## src/rtl/hwpe_dma_loader_pkg.sv

```systemverilog
// Shared constants and state encoding for the HWPE DMA loader.
package hwpe_dma_loader_pkg;

  localparam int HWPE_ADDR_WIDTH = 16;
  localparam int HWPE_SRC_AW     = 32;
  localparam int HWPE_LEN_W      = 16;
  localparam int HWPE_MAX_OUTST  = 2;

  localparam logic [15:0] HWPE_FMEM_ADDR1_START = 16'h0000;
  localparam logic [15:0] HWPE_FMEM_ADDR2_START = 16'h0800;
  localparam logic [15:0] HWPE_KMEM_ADDR_START  = 16'h1000;

  typedef enum logic [2:0] {
    ST_IDLE  = 3'd0,
    ST_FMAP1 = 3'd1,
    ST_FMAP2 = 3'd2,
    ST_KERN  = 3'd3,
    ST_DRAIN = 3'd4
  } dma_state_e;

endpackage

```

## src/rtl/hwpe_dma_loader_if.sv

```systemverilog
// Source-memory read port and HWPE memory write port of the loader.
interface hwpe_dma_loader_if import hwpe_dma_loader_pkg::*; #(
  parameter int ADDR_W = HWPE_ADDR_WIDTH,
  parameter int SRC_AW = HWPE_SRC_AW
);
  logic              src_req;
  logic [SRC_AW-1:0] src_addr;
  logic              src_gnt;
  logic              src_rvalid;
  logic [63:0]       src_rdata;
  logic              dma_wen;
  logic [ADDR_W-1:0] dma_wa;
  logic [63:0]       dma_wd;

  modport master (
    output src_req, src_addr,
    input  src_gnt, src_rvalid, src_rdata,
    output dma_wen, dma_wa, dma_wd
  );

  modport slave (
    input  src_req, src_addr,
    output src_gnt, src_rvalid, src_rdata,
    input  dma_wen, dma_wa, dma_wd
  );
endinterface

```

## src/rtl/hwpe_dma_loader_wr_addr.sv

```systemverilog
// Receive-index counter and bank/kernel write-address mapping.
// Each accepted read beat becomes one registered HWPE memory write.
module hwpe_dma_loader_wr_addr import hwpe_dma_loader_pkg::*; #(
  parameter int                ADDR_W           = HWPE_ADDR_WIDTH,
  parameter int                LEN_W            = HWPE_LEN_W,
  parameter logic [ADDR_W-1:0] FMEM_ADDR1_START = HWPE_FMEM_ADDR1_START,
  parameter logic [ADDR_W-1:0] FMEM_ADDR2_START = HWPE_FMEM_ADDR2_START,
  parameter logic [ADDR_W-1:0] KMEM_ADDR_START  = HWPE_KMEM_ADDR_START
) (
  input  logic              clk,
  input  logic              rst_n,
  input  logic              clr,
  input  logic              rvalid,
  input  logic [63:0]       rdata,
  input  logic [LEN_W-1:0]  fmap_beats,
  input  logic [LEN_W-1:0]  kern_beats,
  output logic              wen,
  output logic [ADDR_W-1:0] wa,
  output logic [63:0]       wd,
  output logic              fmap_last,
  output logic              kern_last
);

  // Two extra bits so 2F+K never overflows the index.
  localparam int CW = LEN_W + 2;

  logic [CW-1:0]     w, f_ext, f_x2, t_tot, off;
  logic [CW+2:0]     off_b;
  logic [ADDR_W-1:0] base, wa_nxt;

  assign f_ext  = CW'(fmap_beats);
  assign f_x2   = f_ext << 1;
  assign t_tot  = f_x2 + CW'(kern_beats);
  assign off_b  = {off, 3'b000};
  assign wa_nxt = base + off_b[ADDR_W-1:0];

  // Select the destination region and the offset within it for index w.
  always_comb begin
    base = FMEM_ADDR1_START;
    off  = w;
    if (w < f_ext) begin
      base = FMEM_ADDR1_START;
      off  = w;
    end else if (w < f_x2) begin
      base = FMEM_ADDR2_START;
      off  = w - f_ext;
    end else begin
      base = KMEM_ADDR_START;
      off  = w - f_x2;
    end
  end

  // Register the write one cycle after each beat and tag the last fmap/kernel beat.
  always_ff @(posedge clk or negedge rst_n) begin
    if (!rst_n) begin
      w         <= '0;
      wen       <= 1'b0;
      wa        <= '0;
      wd        <= '0;
      fmap_last <= 1'b0;
      kern_last <= 1'b0;
    end else begin
      wen <= rvalid;
      if (clr) begin
        w <= '0;
      end else if (rvalid) begin
        w         <= w + CW'(1);
        wa        <= wa_nxt;
        wd        <= rdata;
        fmap_last <= (fmap_beats != '0) && (w == f_x2 - CW'(1));
        kern_last <= (kern_beats != '0) && (w == t_tot - CW'(1));
      end
    end
  end

endmodule

```

## src/rtl/hwpe_dma_loader.sv

```systemverilog
// HWPE memory loader: fetches fmap bank 1, fmap bank 2 and kernel data from
// a source memory and writes them into the HWPE memories.
//
// state    | meaning
// ST_IDLE  | waiting for start, config sampled on start
// ST_FMAP1 | requesting bank-1 beats from cfg_fmap_src
// ST_FMAP2 | requesting bank-2 beats from cfg_fmap2_src
// ST_KERN  | requesting kernel beats from cfg_kern_src
// ST_DRAIN | all requests issued, waiting for the last write
module hwpe_dma_loader import hwpe_dma_loader_pkg::*; #(
  parameter int                ADDR_W           = HWPE_ADDR_WIDTH,
  parameter int                SRC_AW           = HWPE_SRC_AW,
  parameter int                LEN_W            = HWPE_LEN_W,
  parameter logic [ADDR_W-1:0] FMEM_ADDR1_START = HWPE_FMEM_ADDR1_START,
  parameter logic [ADDR_W-1:0] FMEM_ADDR2_START = HWPE_FMEM_ADDR2_START,
  parameter logic [ADDR_W-1:0] KMEM_ADDR_START  = HWPE_KMEM_ADDR_START,
  parameter int                MAX_OUTST        = HWPE_MAX_OUTST
) (
  input  logic                     clk,
  input  logic                     rst_n,
  input  logic                     start,
  input  logic [SRC_AW-1:0]        cfg_fmap_src,
  input  logic [SRC_AW-1:0]        cfg_fmap2_src,
  input  logic [LEN_W-1:0]         cfg_fmap_beats,
  input  logic [SRC_AW-1:0]        cfg_kern_src,
  input  logic [LEN_W-1:0]         cfg_kern_beats,
  hwpe_dma_loader_if.master        bus,
  output logic                     busy,
  output logic                     done,
  output logic                     fmap_done,
  output logic                     kernel_done
);

  localparam int OW = $clog2(MAX_OUTST + 1);

  dma_state_e        state, state_nxt;
  logic [SRC_AW-1:0] fmap_src_q, fmap2_src_q, kern_src_q, base, idx_off;
  logic [LEN_W-1:0]  f_q, k_q, idx, phase_beats;
  logic [OW-1:0]     outst;
  logic              start_ok, rv_ok, room, last_beat, grant;
  logic              src_req_c, done_c;
  logic              wen, fmap_last, kern_last;

  assign start_ok    = start && (state == ST_IDLE);
  // Responses with nothing outstanding (e.g. stale after reset) are dropped.
  assign rv_ok       = bus.src_rvalid && (state != ST_IDLE) && (outst != '0);
  assign room        = (outst < OW'(MAX_OUTST)) ||
                       ((outst == OW'(MAX_OUTST)) && bus.src_rvalid);
  assign phase_beats = (state == ST_KERN) ? k_q : f_q;
  assign last_beat   = (idx == phase_beats - LEN_W'(1));
  assign grant       = src_req_c && bus.src_gnt;
  assign idx_off     = SRC_AW'({idx, 3'b000});

  assign bus.src_req  = src_req_c;
  assign bus.src_addr = (src_req_c || (state inside {ST_FMAP1, ST_FMAP2, ST_KERN}))
                        ? base + idx_off : '0;
  assign busy         = (state != ST_IDLE);
  assign done         = done_c;

  // State register.
  always_ff @(posedge clk or negedge rst_n) begin
    if (!rst_n) state <= ST_IDLE;
    else        state <= state_nxt;
  end

  // Next state, request and completion; empty phases are skipped in one step.
  always_comb begin
    state_nxt = state;
    src_req_c = 1'b0;
    done_c    = 1'b0;
    base      = '0;
    case (state)
      ST_IDLE: begin
        if (start) begin
          if (cfg_fmap_beats != '0)      state_nxt = ST_FMAP1;
          else if (cfg_kern_beats != '0) state_nxt = ST_KERN;
          else                           state_nxt = ST_DRAIN;
        end
      end
      ST_FMAP1: begin
        base      = fmap_src_q;
        src_req_c = room;
        if (room && bus.src_gnt && last_beat) state_nxt = ST_FMAP2;
      end
      ST_FMAP2: begin
        base      = fmap2_src_q;
        src_req_c = room;
        if (room && bus.src_gnt && last_beat)
          state_nxt = (k_q != '0) ? ST_KERN : ST_DRAIN;
      end
      ST_KERN: begin
        base      = kern_src_q;
        src_req_c = room;
        if (room && bus.src_gnt && last_beat) state_nxt = ST_DRAIN;
      end
      ST_DRAIN: begin
        if ((outst == '0) && !wen) begin
          done_c    = 1'b1;
          state_nxt = ST_IDLE;
        end
      end
      default: state_nxt = ST_IDLE;
    endcase
  end

  // Config capture, per-phase request index and outstanding-read count.
  always_ff @(posedge clk or negedge rst_n) begin
    if (!rst_n) begin
      fmap_src_q  <= '0;
      fmap2_src_q <= '0;
      kern_src_q  <= '0;
      f_q         <= '0;
      k_q         <= '0;
      idx         <= '0;
      outst       <= '0;
    end else begin
      if (start_ok) begin
        fmap_src_q  <= cfg_fmap_src;
        fmap2_src_q <= cfg_fmap2_src;
        kern_src_q  <= cfg_kern_src;
        f_q         <= cfg_fmap_beats;
        k_q         <= cfg_kern_beats;
        idx         <= '0;
      end else if (grant) begin
        idx <= last_beat ? '0 : idx + LEN_W'(1);
      end
      if (grant && !rv_ok)      outst <= outst + OW'(1);
      else if (!grant && rv_ok) outst <= outst - OW'(1);
    end
  end

  // Status levels for the MCU: cleared on start, set after the tagged write.
  always_ff @(posedge clk or negedge rst_n) begin
    if (!rst_n) begin
      fmap_done   <= 1'b0;
      kernel_done <= 1'b0;
    end else if (start_ok) begin
      fmap_done   <= 1'b0;
      kernel_done <= 1'b0;
    end else begin
      if (wen && fmap_last) fmap_done   <= 1'b1;
      if (wen && kern_last) kernel_done <= 1'b1;
    end
  end

  hwpe_dma_loader_wr_addr #(
    .ADDR_W           (ADDR_W),
    .LEN_W            (LEN_W),
    .FMEM_ADDR1_START (FMEM_ADDR1_START),
    .FMEM_ADDR2_START (FMEM_ADDR2_START),
    .KMEM_ADDR_START  (KMEM_ADDR_START)
  ) u_wr_addr (
    .clk        (clk),
    .rst_n      (rst_n),
    .clr        (start_ok),
    .rvalid     (rv_ok),
    .rdata      (bus.src_rdata),
    .fmap_beats (f_q),
    .kern_beats (k_q),
    .wen        (wen),
    .wa         (bus.dma_wa),
    .wd         (bus.dma_wd),
    .fmap_last  (fmap_last),
    .kern_last  (kern_last)
  );

  assign bus.dma_wen = wen;

endmodule

```

## src/flat_wrapper.sv

```systemverilog
// flat-port wrapper written by rule: the top's interface ports become plain ports
module hwpe_dma_loader_flat import hwpe_dma_loader_pkg::*;
#(
  parameter int                ADDR_W           = HWPE_ADDR_WIDTH,
  parameter int                SRC_AW           = HWPE_SRC_AW,
  parameter int                LEN_W            = HWPE_LEN_W,
  parameter logic [ADDR_W-1:0] FMEM_ADDR1_START = HWPE_FMEM_ADDR1_START,
  parameter logic [ADDR_W-1:0] FMEM_ADDR2_START = HWPE_FMEM_ADDR2_START,
  parameter logic [ADDR_W-1:0] KMEM_ADDR_START  = HWPE_KMEM_ADDR_START,
  parameter int                MAX_OUTST        = HWPE_MAX_OUTST
)
  (clk, rst_n, start, cfg_fmap_src, cfg_fmap2_src, cfg_fmap_beats, cfg_kern_src, cfg_kern_beats, busy, done, fmap_done, kernel_done, bus_src_req, bus_src_addr, bus_src_gnt, bus_src_rvalid, bus_src_rdata, bus_dma_wen, bus_dma_wa, bus_dma_wd);
  hwpe_dma_loader_if #(.ADDR_W(ADDR_W), .SRC_AW(SRC_AW)) bus_i ();
  input  logic clk;
  input  logic rst_n;
  input  logic start;
  input  logic [SRC_AW-1:0] cfg_fmap_src;
  input  logic [SRC_AW-1:0] cfg_fmap2_src;
  input  logic [LEN_W-1:0] cfg_fmap_beats;
  input  logic [SRC_AW-1:0] cfg_kern_src;
  input  logic [LEN_W-1:0] cfg_kern_beats;
  output logic busy;
  output logic done;
  output logic fmap_done;
  output logic kernel_done;
  output wire logic [$bits(bus_i.src_req)-1:0] bus_src_req;
  output wire logic [$bits(bus_i.src_addr)-1:0] bus_src_addr;
  input wire logic [$bits(bus_i.src_gnt)-1:0] bus_src_gnt;
  input wire logic [$bits(bus_i.src_rvalid)-1:0] bus_src_rvalid;
  input wire logic [$bits(bus_i.src_rdata)-1:0] bus_src_rdata;
  output wire logic [$bits(bus_i.dma_wen)-1:0] bus_dma_wen;
  output wire logic [$bits(bus_i.dma_wa)-1:0] bus_dma_wa;
  output wire logic [$bits(bus_i.dma_wd)-1:0] bus_dma_wd;
  assign bus_src_req = bus_i.src_req;
  assign bus_src_addr = bus_i.src_addr;
  assign bus_i.src_gnt = bus_src_gnt;
  assign bus_i.src_rvalid = bus_src_rvalid;
  assign bus_i.src_rdata = bus_src_rdata;
  assign bus_dma_wen = bus_i.dma_wen;
  assign bus_dma_wa = bus_i.dma_wa;
  assign bus_dma_wd = bus_i.dma_wd;
  hwpe_dma_loader #(.ADDR_W(ADDR_W), .SRC_AW(SRC_AW), .LEN_W(LEN_W), .FMEM_ADDR1_START(FMEM_ADDR1_START), .FMEM_ADDR2_START(FMEM_ADDR2_START), .KMEM_ADDR_START(KMEM_ADDR_START), .MAX_OUTST(MAX_OUTST)) u_core (.clk(clk), .rst_n(rst_n), .start(start), .cfg_fmap_src(cfg_fmap_src), .cfg_fmap2_src(cfg_fmap2_src), .cfg_fmap_beats(cfg_fmap_beats), .cfg_kern_src(cfg_kern_src), .cfg_kern_beats(cfg_kern_beats), .bus(bus_i), .busy(busy), .done(done), .fmap_done(fmap_done), .kernel_done(kernel_done));
endmodule
```

## config.mk

```make
export PLATFORM = sky130hd
export DESIGN_NAME = hwpe_dma_loader_flat
export DESIGN_NICKNAME = d
export VERILOG_FILES = /design/src/rtl/hwpe_dma_loader_pkg.sv /design/src/rtl/hwpe_dma_loader_if.sv /design/src/rtl/hwpe_dma_loader_wr_addr.sv /design/src/rtl/hwpe_dma_loader.sv /design/src/flat_wrapper.sv
export SDC_FILE = /design/constraint.sdc
export NUM_CORES = 1
export LEC_CHECK = 0
export CORE_AREA = 5 5 155 216
export CTS_CLUSTER_SIZE = 14
export DETAILED_ROUTE_END_ITERATION = 12
export DIE_AREA = 0 0 160 221
export HOLD_SLACK_MARGIN = 0.05
export PLACE_DENSITY = 0.8
export RECOVER_POWER = 25
export SETUP_SLACK_MARGIN = 0.15
export SYNTH_ARGS = -nofsm -noshare
export SYNTH_HDL_FRONTEND = slang
export SYNTH_SLANG_ARGS = --single-unit
```

## constraint.sdc

```tcl
create_clock -name clk -period 6.6 [get_ports clk]
set_clock_uncertainty 0.2 [all_clocks]
set_input_delay 1.32 -clock clk [delete_from_list [all_inputs] [get_ports clk]]
set_output_delay 1.32 -clock clk [all_outputs]
set_load 0.03 [all_outputs]
```

==> results.md, run 1 <==
Global routing:
- The number of antenna violations at the first check in global routing is 8.
- Entering global routing, the biggest net connects 122 pins.
- The first global-routing pass estimated 76.56 mm of wire.
- The overall global routing resource usage is 0.2609.
- The via count of the first global-routing pass was 14,860.
- The total grt overflow is 0.

Placed design:
- Once detailed placement completed, the half-perimeter wirelength came to 36.42 mm.
- The placed cell count is 2,456.
- Buffers placed on the I/O ports in this run total 311.
- At the end of routability-driven placement, the weighted congestion stood at 0.9319.

Synthesis:
- The mapped netlist covers 16,280 µm².
- Among all flip-flop cells after synthesis, the most frequent one is sky130_fd_sc_hd__dfrtp_1.
- Of the total synthesized cell area, the portion taken by XOR and XNOR cells is 0.06916.
- After synthesis, the largest family of logic cells by area is simple AND/OR/NAND/NOR gates.
- The post-synthesis mux area share is 0.1116.
- The number of distinct library cells after synthesis is 76.
- The sequential element share of the synthesized area is 0.3827.
- The number of enable-type register cells in the synthesized netlist is 0.
- The adder-cell share of the synthesized area is 0.07223.
- For this run, asynchronously set or reset flops after synthesis account for 1.000.
- The fraction of the mapped netlist area in compound gates is 0.1300.
- Synthesis handed over a netlist of 1,824 instances.
- The number of warnings reported in the yosys synthesis log is 0.
- Synthesis inferred 249 register bits.
- Of the total synthesized cell area, the portion taken by AND, OR, NAND and NOR gates is 0.1843.
- After synthesis, the mean cell area works out to 8.927 µm².

Route:
- The starting DRC count in detailed routing is 744.
- In the routed design, unresolved DRC markers number 0.
- The iteration count of the initial detailed-routing pass is 6.
- For this block, the routed nets add up to 47.77 mm of wire.
- The detailed-route vias per instance is 5.725.
- The via count is 14,347.
- The final antenna-violating net count is 0.
- Dividing the detail-routed wire length by the instance count gives 19.06 µm.

Floorplanning:
- Measured along the x axis, the die boundary spans 160 µm.
- The height of the die is 221 µm.
- During I/O placement, the number of pins put on the boundary was 315.
- The die footprint is 35,360 µm².
- The initial utilization of the core area, before any placement, comes to 0.5200.
- The core footprint is 31,310 µm².
- The floorplan row count is 77.

Worst setup path:
- The critical path is of the flop to output port type.
- The cell depth of the worst setup path is 16.
- The number of buffers and inverters on the critical path is 2.
- On the worst path, the slowest cell contributes a delay of 660 ps.
- The kind of cell adding the most delay to the critical path is compound AO/OA/AOI/OAI gates.
- The cell with the largest stage delay on the worst path is sky130_fd_sc_hd__clkdlybuf4s50_1.
- Traced cell by cell, the critical path runs through buf_8 -> mux2i_1 -> nor2_1 -> a21oi_1 -> nor2_1 -> ha_1 -> nor2b_1 -> o21ai_0 -> a21boi_1 -> o311a_1 -> o211ai_1 -> nand3_2 -> nand4_1 -> a21oi_1 -> mux2_2 -> clkdlybuf4s50_1.
- The timing endpoint of the critical path is bus_src_addr[29].
- The worst flop-to-flop path endpoint is u_core.idx[13].
- The kind of end point of the critical path is an output port.
- The depth of the worst register-to-register path is 15.
- In this run the worst setup path begins at u_core.state[1].
- The largest driver fanout on the critical path is 21.
- In this run the register-to-register setup slack is 1610 ps.
- The kind of launch point of the worst setup path is a flop.
- For the worst setup path, the data required time is 5080 ps.
- The worst flop-to-flop path startpoint is u_core.state[1].
- Data arrives at the worst endpoint at 4690 ps.

Outcome:
- The flow ran to the end, but the final reports show violations.
- The final reports fail on max-capacitance violations, max-slew violations.

Clocking:
- The clock insertion delay at the later pin of the skew report is 560 ps.
- Clock tree synthesis selected as its root buffer the cell sky130_fd_sc_hd__clkbuf_16.
- The count of H-tree levels built during CTS is 1.
- TritonCTS built the clock tree.
- The clock sink total is 249.
- Clock-pin slew was measured on the worst setup and hold paths at 60 ps.
- The number of hold buffers added after CTS was 0.
- The total CTS buffers is 26.
- The deepest clock path buffer count is 3.

Timing:
- The highest clock rate is 161.1 MHz.
- After routing, the total negative slack on setup checks comes to 0 ps.
- Dividing the final minimum period by the clock period gives 0.9405.
- The worst path in the final design needs a cycle of 6208 ps, including I/O delays and setup.
- The total setup violations reported at the end of the flow is 0.
- Headroom to the max-slew limit came out at -1.569.
- Setup repair after global routing left no endpoint under its margin.
- The number of pins with negative max-slew slack in the final report was 69.
- The transition at the pin with the smallest max-transition slack is 3854 ps.
- The final-report hold violation count is 0.

Hold path:
- The path class of the tightest hold or removal check is flop to flop.

Layout:
- Leaving out filler cells and counting taps, the final layout contains 2,506.
- The count of nets after finishing is 2,379.
- The share of cells above drive strength 1 is 0.09862.
- Relative to the synthesized area, the layout overhead comes to 26.06%.
- The number of filler cells placed in the layout is 2,556.
- For this run, the share of the core covered by cells in the final layout is 0.6556.

Run:
- The number of max-capacitance violations reported is 1.

Power:
- The worst vdd rail ir drop is 0.0002790 V.
- Power spread over the standard cell area amounts to 333.1 nW/µm².
- For this design the static power due to leakage is 9.495 nW.
==> flip-flops by register name, summed over array words and instances, names as in the netlist, 3 cells and up <==
name / count
u_core.u_wr_addr.wd: 64
u_core.fmap2_src_q: 32
u_core.fmap_src_q: 32
u_core.kern_src_q: 32
u_core.u_wr_addr.w: 18
u_core.f_q: 16
u_core.idx: 16
u_core.k_q: 16
u_core.u_wr_addr.wa: 13
u_core.state: 3
==> routing by layer <==
metal / track usage / up-vias / share of wire
met2: 0.4783 / 469 / 0.51
met4: 0.1125 / 14 / 0.047
met5: 0 / - / 0.0021
met3: 0.05305 / 139 / 0.059
met1: 0.2915 / 6897 / 0.38
li1: - / 6828 / -
==> metrics by stage <==
step                setup slack (ps)  instance area (µm²)  hold WS (ps)  total power [mW]
detailed placement             641.7                19590         259.8             5.297
floorplan                      652.0                16290         239.0             4.178
CTS                            179.5                20500         275.3             6.864
finish                         392.4                20530         271.7             6.838
global route                   159.5                20520         291.4             7.230
global placement               735.2                19590         250.4             5.203
==> worst min-delay path by stage <==
stage,startpoint,end,slack [ps],depth (start not counted)
detailed placement,u_core.u_wr_addr.fmap_last,u_core.u_wr_addr.fmap_last,260,2
global placement,u_core.u_wr_addr.wa[8],u_core.u_wr_addr.wa[8],250,2
floorplan,u_core.u_wr_addr.fmap_last,u_core.u_wr_addr.fmap_last,240,2
CTS,u_core.u_wr_addr.wa[8],u_core.u_wr_addr.wa[8],280,2
finish,u_core.u_wr_addr.wd[49],u_core.u_wr_addr.wd[49],270,2
global route,u_core.u_wr_addr.wd[61],u_core.u_wr_addr.wd[61],290,2
==> synth_stat cells (4+ instances only) <==
| cell | n | area [µm²] |
|---|---|---|
| sky130_fd_sc_hd__nor2b_1 | 15 | 93.84 |
| sky130_fd_sc_hd__nor4_1 | 18 | 112.6 |
| sky130_fd_sc_hd__o21ai_0 | 85 | 425.4 |
| sky130_fd_sc_hd__nor3_1 | 27 | 135.1 |
| sky130_fd_sc_hd__ha_1 | 86 | 1076 |
| sky130_fd_sc_hd__mux2i_1 | 60 | 600.6 |
| sky130_fd_sc_hd__a22oi_1 | 7 | 52.55 |
| sky130_fd_sc_hd__o21a_1 | 13 | 97.59 |
| sky130_fd_sc_hd__o31ai_1 | 9 | 67.56 |
| sky130_fd_sc_hd__buf_4 | 5 | 37.54 |
| sky130_fd_sc_hd__nand2_1 | 316 | 1186 |
| sky130_fd_sc_hd__nand3b_1 | 4 | 30.03 |
| sky130_fd_sc_hd__clkbuf_1 | 65 | 244.0 |
| sky130_fd_sc_hd__o21ai_1 | 5 | 25.02 |
| sky130_fd_sc_hd__or3_1 | 11 | 68.82 |
| sky130_fd_sc_hd__xor2_1 | 44 | 385.4 |
| sky130_fd_sc_hd__xnor2_1 | 82 | 718.2 |
| sky130_fd_sc_hd__o21bai_1 | 4 | 30.03 |
| sky130_fd_sc_hd__inv_1 | 101 | 379.1 |
| sky130_fd_sc_hd__o31a_1 | 6 | 52.55 |
| sky130_fd_sc_hd__a211oi_1 | 16 | 120.1 |
| sky130_fd_sc_hd__nand2b_1 | 8 | 50.05 |
| sky130_fd_sc_hd__a21o_1 | 19 | 142.6 |
| sky130_fd_sc_hd__a21oi_1 | 96 | 480.5 |
| sky130_fd_sc_hd__or2_2 | 9 | 56.30 |
| sky130_fd_sc_hd__buf_6 | 6 | 67.56 |
| sky130_fd_sc_hd__nor2_1 | 150 | 563.0 |
| sky130_fd_sc_hd__nand3_1 | 45 | 225.2 |
| sky130_fd_sc_hd__dfrtp_1 | 249 | 6231 |
| sky130_fd_sc_hd__fa_1 | 5 | 100.1 |
| sky130_fd_sc_hd__nand4_1 | 15 | 93.84 |
| sky130_fd_sc_hd__o211ai_1 | 15 | 112.6 |
| sky130_fd_sc_hd__o2111ai_1 | 6 | 52.55 |
| sky130_fd_sc_hd__nor3b_1 | 5 | 37.54 |
| sky130_fd_sc_hd__a31oi_1 | 7 | 43.79 |
| sky130_fd_sc_hd__and3_1 | 24 | 150.1 |
| sky130_fd_sc_hd__a221o_1 | 6 | 60.06 |
| sky130_fd_sc_hd__buf_1 | 12 | 45.04 |
| sky130_fd_sc_hd__mux2_2 | 106 | 1194 |
| sky130_fd_sc_hd__a22o_1 | 4 | 35.03 |
==> cells by family (layout without fill, tap and decap cells) <==
family	Yosys count	count (layout)
AOI/OAI and AO/OA	329	329
xor gates and xnor gates	127	127
adders and majority gates	91	91
buffers and inverters	194	477
DFF	249	249
muxes	167	167
other	1	5
and+or+nand+nor	666	666
==> tightest hold or removal path, cell delays in order, from the launching register on <==
cell and delay [ps]:
sky130_fd_sc_hd__dfrtp_1 340, sky130_fd_sc_hd__nand2_1 50, sky130_fd_sc_hd__nand2_1 50
==> area by class of cell <==
class                   instances  area (µm²)  share of cell area
well taps                     395       494.2             0.02408
clock buffers                  29       691.9             0.03371
repair buffers                329        3239              0.1578
flip-flops and latches        249        6232              0.3036
inverters                     102       382.9             0.01865
multi-input cells            1383        9278              0.4520
diodes                          2       5.005           0.0002438
clock inverters                17       203.9            0.009935
==> power breakdown <==
| part | internal [mW] | total [mW] | switching [mW] |
|---|---|---|---|
| clock | 0.880 | 1.55 | 0.668 |
| sequential | 1.87 | 2.16 | 0.292 |
| combinational | 1.32 | 3.13 | 1.80 |
==> placed cells by master, fill, tap and decap left out, types with 60 or more instances in the layout <==
cell type,count
sky130_fd_sc_hd__ha_1,86
sky130_fd_sc_hd__a21oi_1,96
sky130_fd_sc_hd__mux2_2,106
sky130_fd_sc_hd__mux2i_1,60
sky130_fd_sc_hd__dfrtp_1,248
sky130_fd_sc_hd__nor2_1,150
sky130_fd_sc_hd__clkdlybuf4s50_1,299
sky130_fd_sc_hd__inv_1,100
sky130_fd_sc_hd__xnor2_1,82
sky130_fd_sc_hd__o21ai_0,85
sky130_fd_sc_hd__nand2_1,316
==> what timing repair did <==
action,4_1_cts,5_1_grt
pin swaps,1,2
setup buffers,1,1
gates cloned,0,0
resized for setup,1,6
hold endpoints to repair,0,0
setup endpoints to repair,2,10
Power figures use the tool's default switching activity.
==> inputs of run 2 (changes only) <==
--- a/config.mk
+++ b/config.mk
@@ -5,10 +5,11 @@
 export SDC_FILE = /design/constraint.sdc
 export NUM_CORES = 1
 export LEC_CHECK = 0
-export CORE_AREA = 5 5 155 216
+export CAP_MARGIN = 20
+export CORE_AREA = 2 2 152 213
 export CTS_CLUSTER_SIZE = 14
 export DETAILED_ROUTE_END_ITERATION = 12
-export DIE_AREA = 0 0 160 221
+export DIE_AREA = 0 0 154 215
 export HOLD_SLACK_MARGIN = 0.05
 export PLACE_DENSITY = 0.8
 export RECOVER_POWER = 25
==> run 2 against run 1 <==
The flow still finishes with violations (max-capacitance violations, max-slew violations). Register-to-register slack worse by 500 ps. Die area shrank 6.4%. Cell count about the same. Routed wire length is 1.3% lower. Utilization grew 0.27 points. Flip-flop and latch count unchanged. Total power up 2.2%. Combinational power is essentially flat. Maximum frequency down 0.71%. Clock power is 9.7% higher. Highest routed layer unchanged.
==> results.md, run 2 (synthesis gave the netlist of run 1 again) <==
Layout:
- Of the cells placed in the final design, the portion with a size suffix greater than 1 is 0.09706.
- For this run, the post-layout net count is 2,380.
- The finished layout holds 2,508 standard cells, fillers aside.
- The register with the most flip-flops in the layout has 64 of them.
- The largest register by flop count is u_core.u_wr_addr.wd.
- From synthesis to final layout, the design area changed by 26.58%.
- The most frequent standard cell in the layout excluding fill and tap cells is sky130_fd_sc_hd__nand2_1.
- Leaving out fill and tap cells, the most frequent cells in the layout are sky130_fd_sc_hd__nand2_1 (316), sky130_fd_sc_hd__clkdlybuf4s50_1 (294), sky130_fd_sc_hd__dfrtp_1 (248), sky130_fd_sc_hd__nor2_1 (150), sky130_fd_sc_hd__mux2_2 (106).
- For this run, the share of the core covered by cells in the final layout is 0.6583.

Route:
- The routed wire length is 47.14 mm.
- Dividing the detail-routed via count by the number of cells gives 5.770.
- The remaining routing DRC violations is 0.
- Once detail routing completed, the nets flagged for antenna violations numbered 0.
- The starting DRC count in detailed routing is 817.
- The iteration count of the initial detailed-routing pass is 8.
- After detailed routing, the average wire length per cell comes to 18.80 µm.
- The via count is 14,470.

Run:
- The tool flagged a number of max-cap violations equal to 2.

Power:
- The static leakage is 9.563 nW.
- The worst vdd rail ir drop is 0.0002803 V.
- The power per unit of standard cell area is 339.1 nW/µm².

Floorplanning:
- The height of the die is 215 µm.
- For this design the top-level I/O count stands at 315.
- The horizontal die dimension is 154 µm.
- After floorplanning, the core was divided into 77 placement rows.
- The core footprint is 31,310 µm².
- The initial utilization of the core area, before any placement, comes to 0.5200.
- The die footprint is 33,110 µm².

Worst setup path:
- The endpoint arrival time on the critical path is 4730 ps.
- The worst setup path is captured at an output port.
- The number of buffers and inverters on the critical path is 3.
- The cell family contributing the most delay on the critical path is compound AO/OA/AOI/OAI gates.
- The critical path class is flop to output port.
- The slowest stage of the critical path belongs to the cell sky130_fd_sc_hd__dfrtp_1.
- The largest driver fanout on the critical path is 16.
- The worst setup path is launched from a flop.
- The worst stage delay on the critical path is 500 ps.
- The signal on the critical path passes through nor2b_2 -> buf_4 -> a21oi_1 -> nor2_1 -> ha_1 -> inv_1 -> fa_1 -> nor2b_1 -> o21ai_0 -> a21boi_2 -> o311a_1 -> o211ai_1 -> nand3_1 -> nand4_1 -> a21oi_2 -> mux2_2 -> dlygate4sd2_1.
- The data required time of the worst path is 5080 ps.

Timing:
- The relative slew slack is -0.8626.
- Dividing the final minimum period by the clock period gives 0.9472.
- For this run, the top clock speed supported by timing is 160.0 MHz.
- Setup violations remaining at the end of the flow were counted as 0.
- The final total negative setup slack is 0 ps.
- The minimum clock period is 6252 ps.
- The transition at the pin with the smallest max-transition slack is 2794 ps.
- The number of pins with negative max-slew slack in the final report was 252.
- Setup repair after global routing left no endpoint under its margin.
- The final-report hold violation count was 0.

Global routing:
- The pin count of the biggest net entering global routing is 140.
- The via count of the first global-routing pass came to 14,972.
- The total grt overflow is 0.
- The number of antenna violations at the first check in global routing is 4.
- The first-pass GRT wire length is 75.82 mm.
- The overall global routing resource usage is 0.2821.

Clocking:
- The count of H-tree levels built during CTS is 1.
- No sink is reached through more buffers than the 3 on the longest clock path.
- After clock tree synthesis, the clock-pin slew on the worst setup and hold paths is 60 ps.
- The tree built by TritonCTS fans out to 249 sinks.
- CTS placed an instance of sky130_fd_sc_hd__clkbuf_16 at the clock tree root.
- Hold repair after CTS inserted 0 buffers.
- The total CTS buffers is 27.
- The clock insertion delay at the later pin of the skew report is 560 ps.
- TritonCTS built the clock tree.

Placed design:
- The estimated wirelength of the detail-placed design is 35.22 mm.
- In this run, placement finished with an instance count of 2,453.
- The number of buffers inserted by port buffering is 311.
- The congestion estimate from routability-driven global placement came to 0.9312.

Outcome:
- The final reports fail on max-capacitance violations, max-slew violations.
- The flow ran to the end, but the final reports show violations.

Hold path:
- In this run the worst hold path is classified as flop to flop.
[run 2: worst register-to-register path, stage by stage (launching register included)]
cell and delay, ps:
sky130_fd_sc_hd__dfrtp_1 390, sky130_fd_sc_hd__buf_4 260, sky130_fd_sc_hd__and3b_1 920, sky130_fd_sc_hd__nor2_1 80, sky130_fd_sc_hd__a21oi_1 290, sky130_fd_sc_hd__ha_1 320, sky130_fd_sc_hd__nor3b_1 550, sky130_fd_sc_hd__mux2i_1 350
sky130_fd_sc_hd__nand2b_1 240, sky130_fd_sc_hd__mux2i_1 270, sky130_fd_sc_hd__o2111ai_1 220, sky130_fd_sc_hd__nor4_4 460, sky130_fd_sc_hd__a21oi_4 300, sky130_fd_sc_hd__and3_1 250, sky130_fd_sc_hd__a221o_1 260
[run 2: cell type report]
type                    instances  area [µm²]
multi-input cells            1383        9268
clock buffers                  35       745.7
flip-flops and latches        249        6232
diodes                          1       2.502
fillers                      2480       10700
inverters                     102       382.9
clock inverters                14       246.5
well taps                     395       494.2
repair buffers                329        3239
[run 2: stage by stage]
stage	hold WS, ps	instance area [µm²]	power [mW]	setup slack (ps)
2_1_floorplan	239.0	16290	4.178	652.0
3_3_place_gp	254.0	19590	5.200	569.1
3_5_place_dp	260.9	19590	5.293	473.8
4_1_cts	276.5	20590	7.006	154.7
5_1_grt	288.9	20610	7.386	133.4
6_report	272.4	20610	6.989	348.2
[run 2: path summary, 6_finish.rpt]
kind	cells past startpoint	from	slack [ps]	end
worst max register to register	14	u_core.state[2]	1110	u_core.idx[15]
min in group asynchronous	1	rst_n	1350	u_core.kern_src_q[17]
worst min-delay path	2	u_core.u_wr_addr.wd[59]	270	u_core.u_wr_addr.wd[59]
max in group asynchronous	2	rst_n	1590	u_core.u_wr_addr.wd[8]
worst min register to register	2	u_core.u_wr_addr.wd[59]	270	u_core.u_wr_addr.wd[59]
worst max-delay path	17	u_core.state[0]	350	bus_src_addr[29]
[run 2: where the power goes]
group          leakage [nW]  total, mW  switching (mW)  internal (mW)
Clock                 0.483       1.70           0.660           1.04
Sequential             3.11       2.17           0.301           1.87
Combinational          5.97       3.12            1.80           1.32
[run 2: metal layers]
metal  global-route usage  wire length, µm  up-vias
met4               0.1417             2243        6
met5                    0               42        -
met1               0.3097            17320     6961
met2               0.5133            24440      553
met3              0.05687             3100      123
li1                     -                -     6827
[run 2: repair_timing]
| action | in CTS | in global routing |
|---|---|---|
| endpoints found under the setup margin | 8 | 12 |
| buffers inserted | 2 | 3 |
| resized for setup | 8 | 7 |
| pin swaps | 2 | 3 |
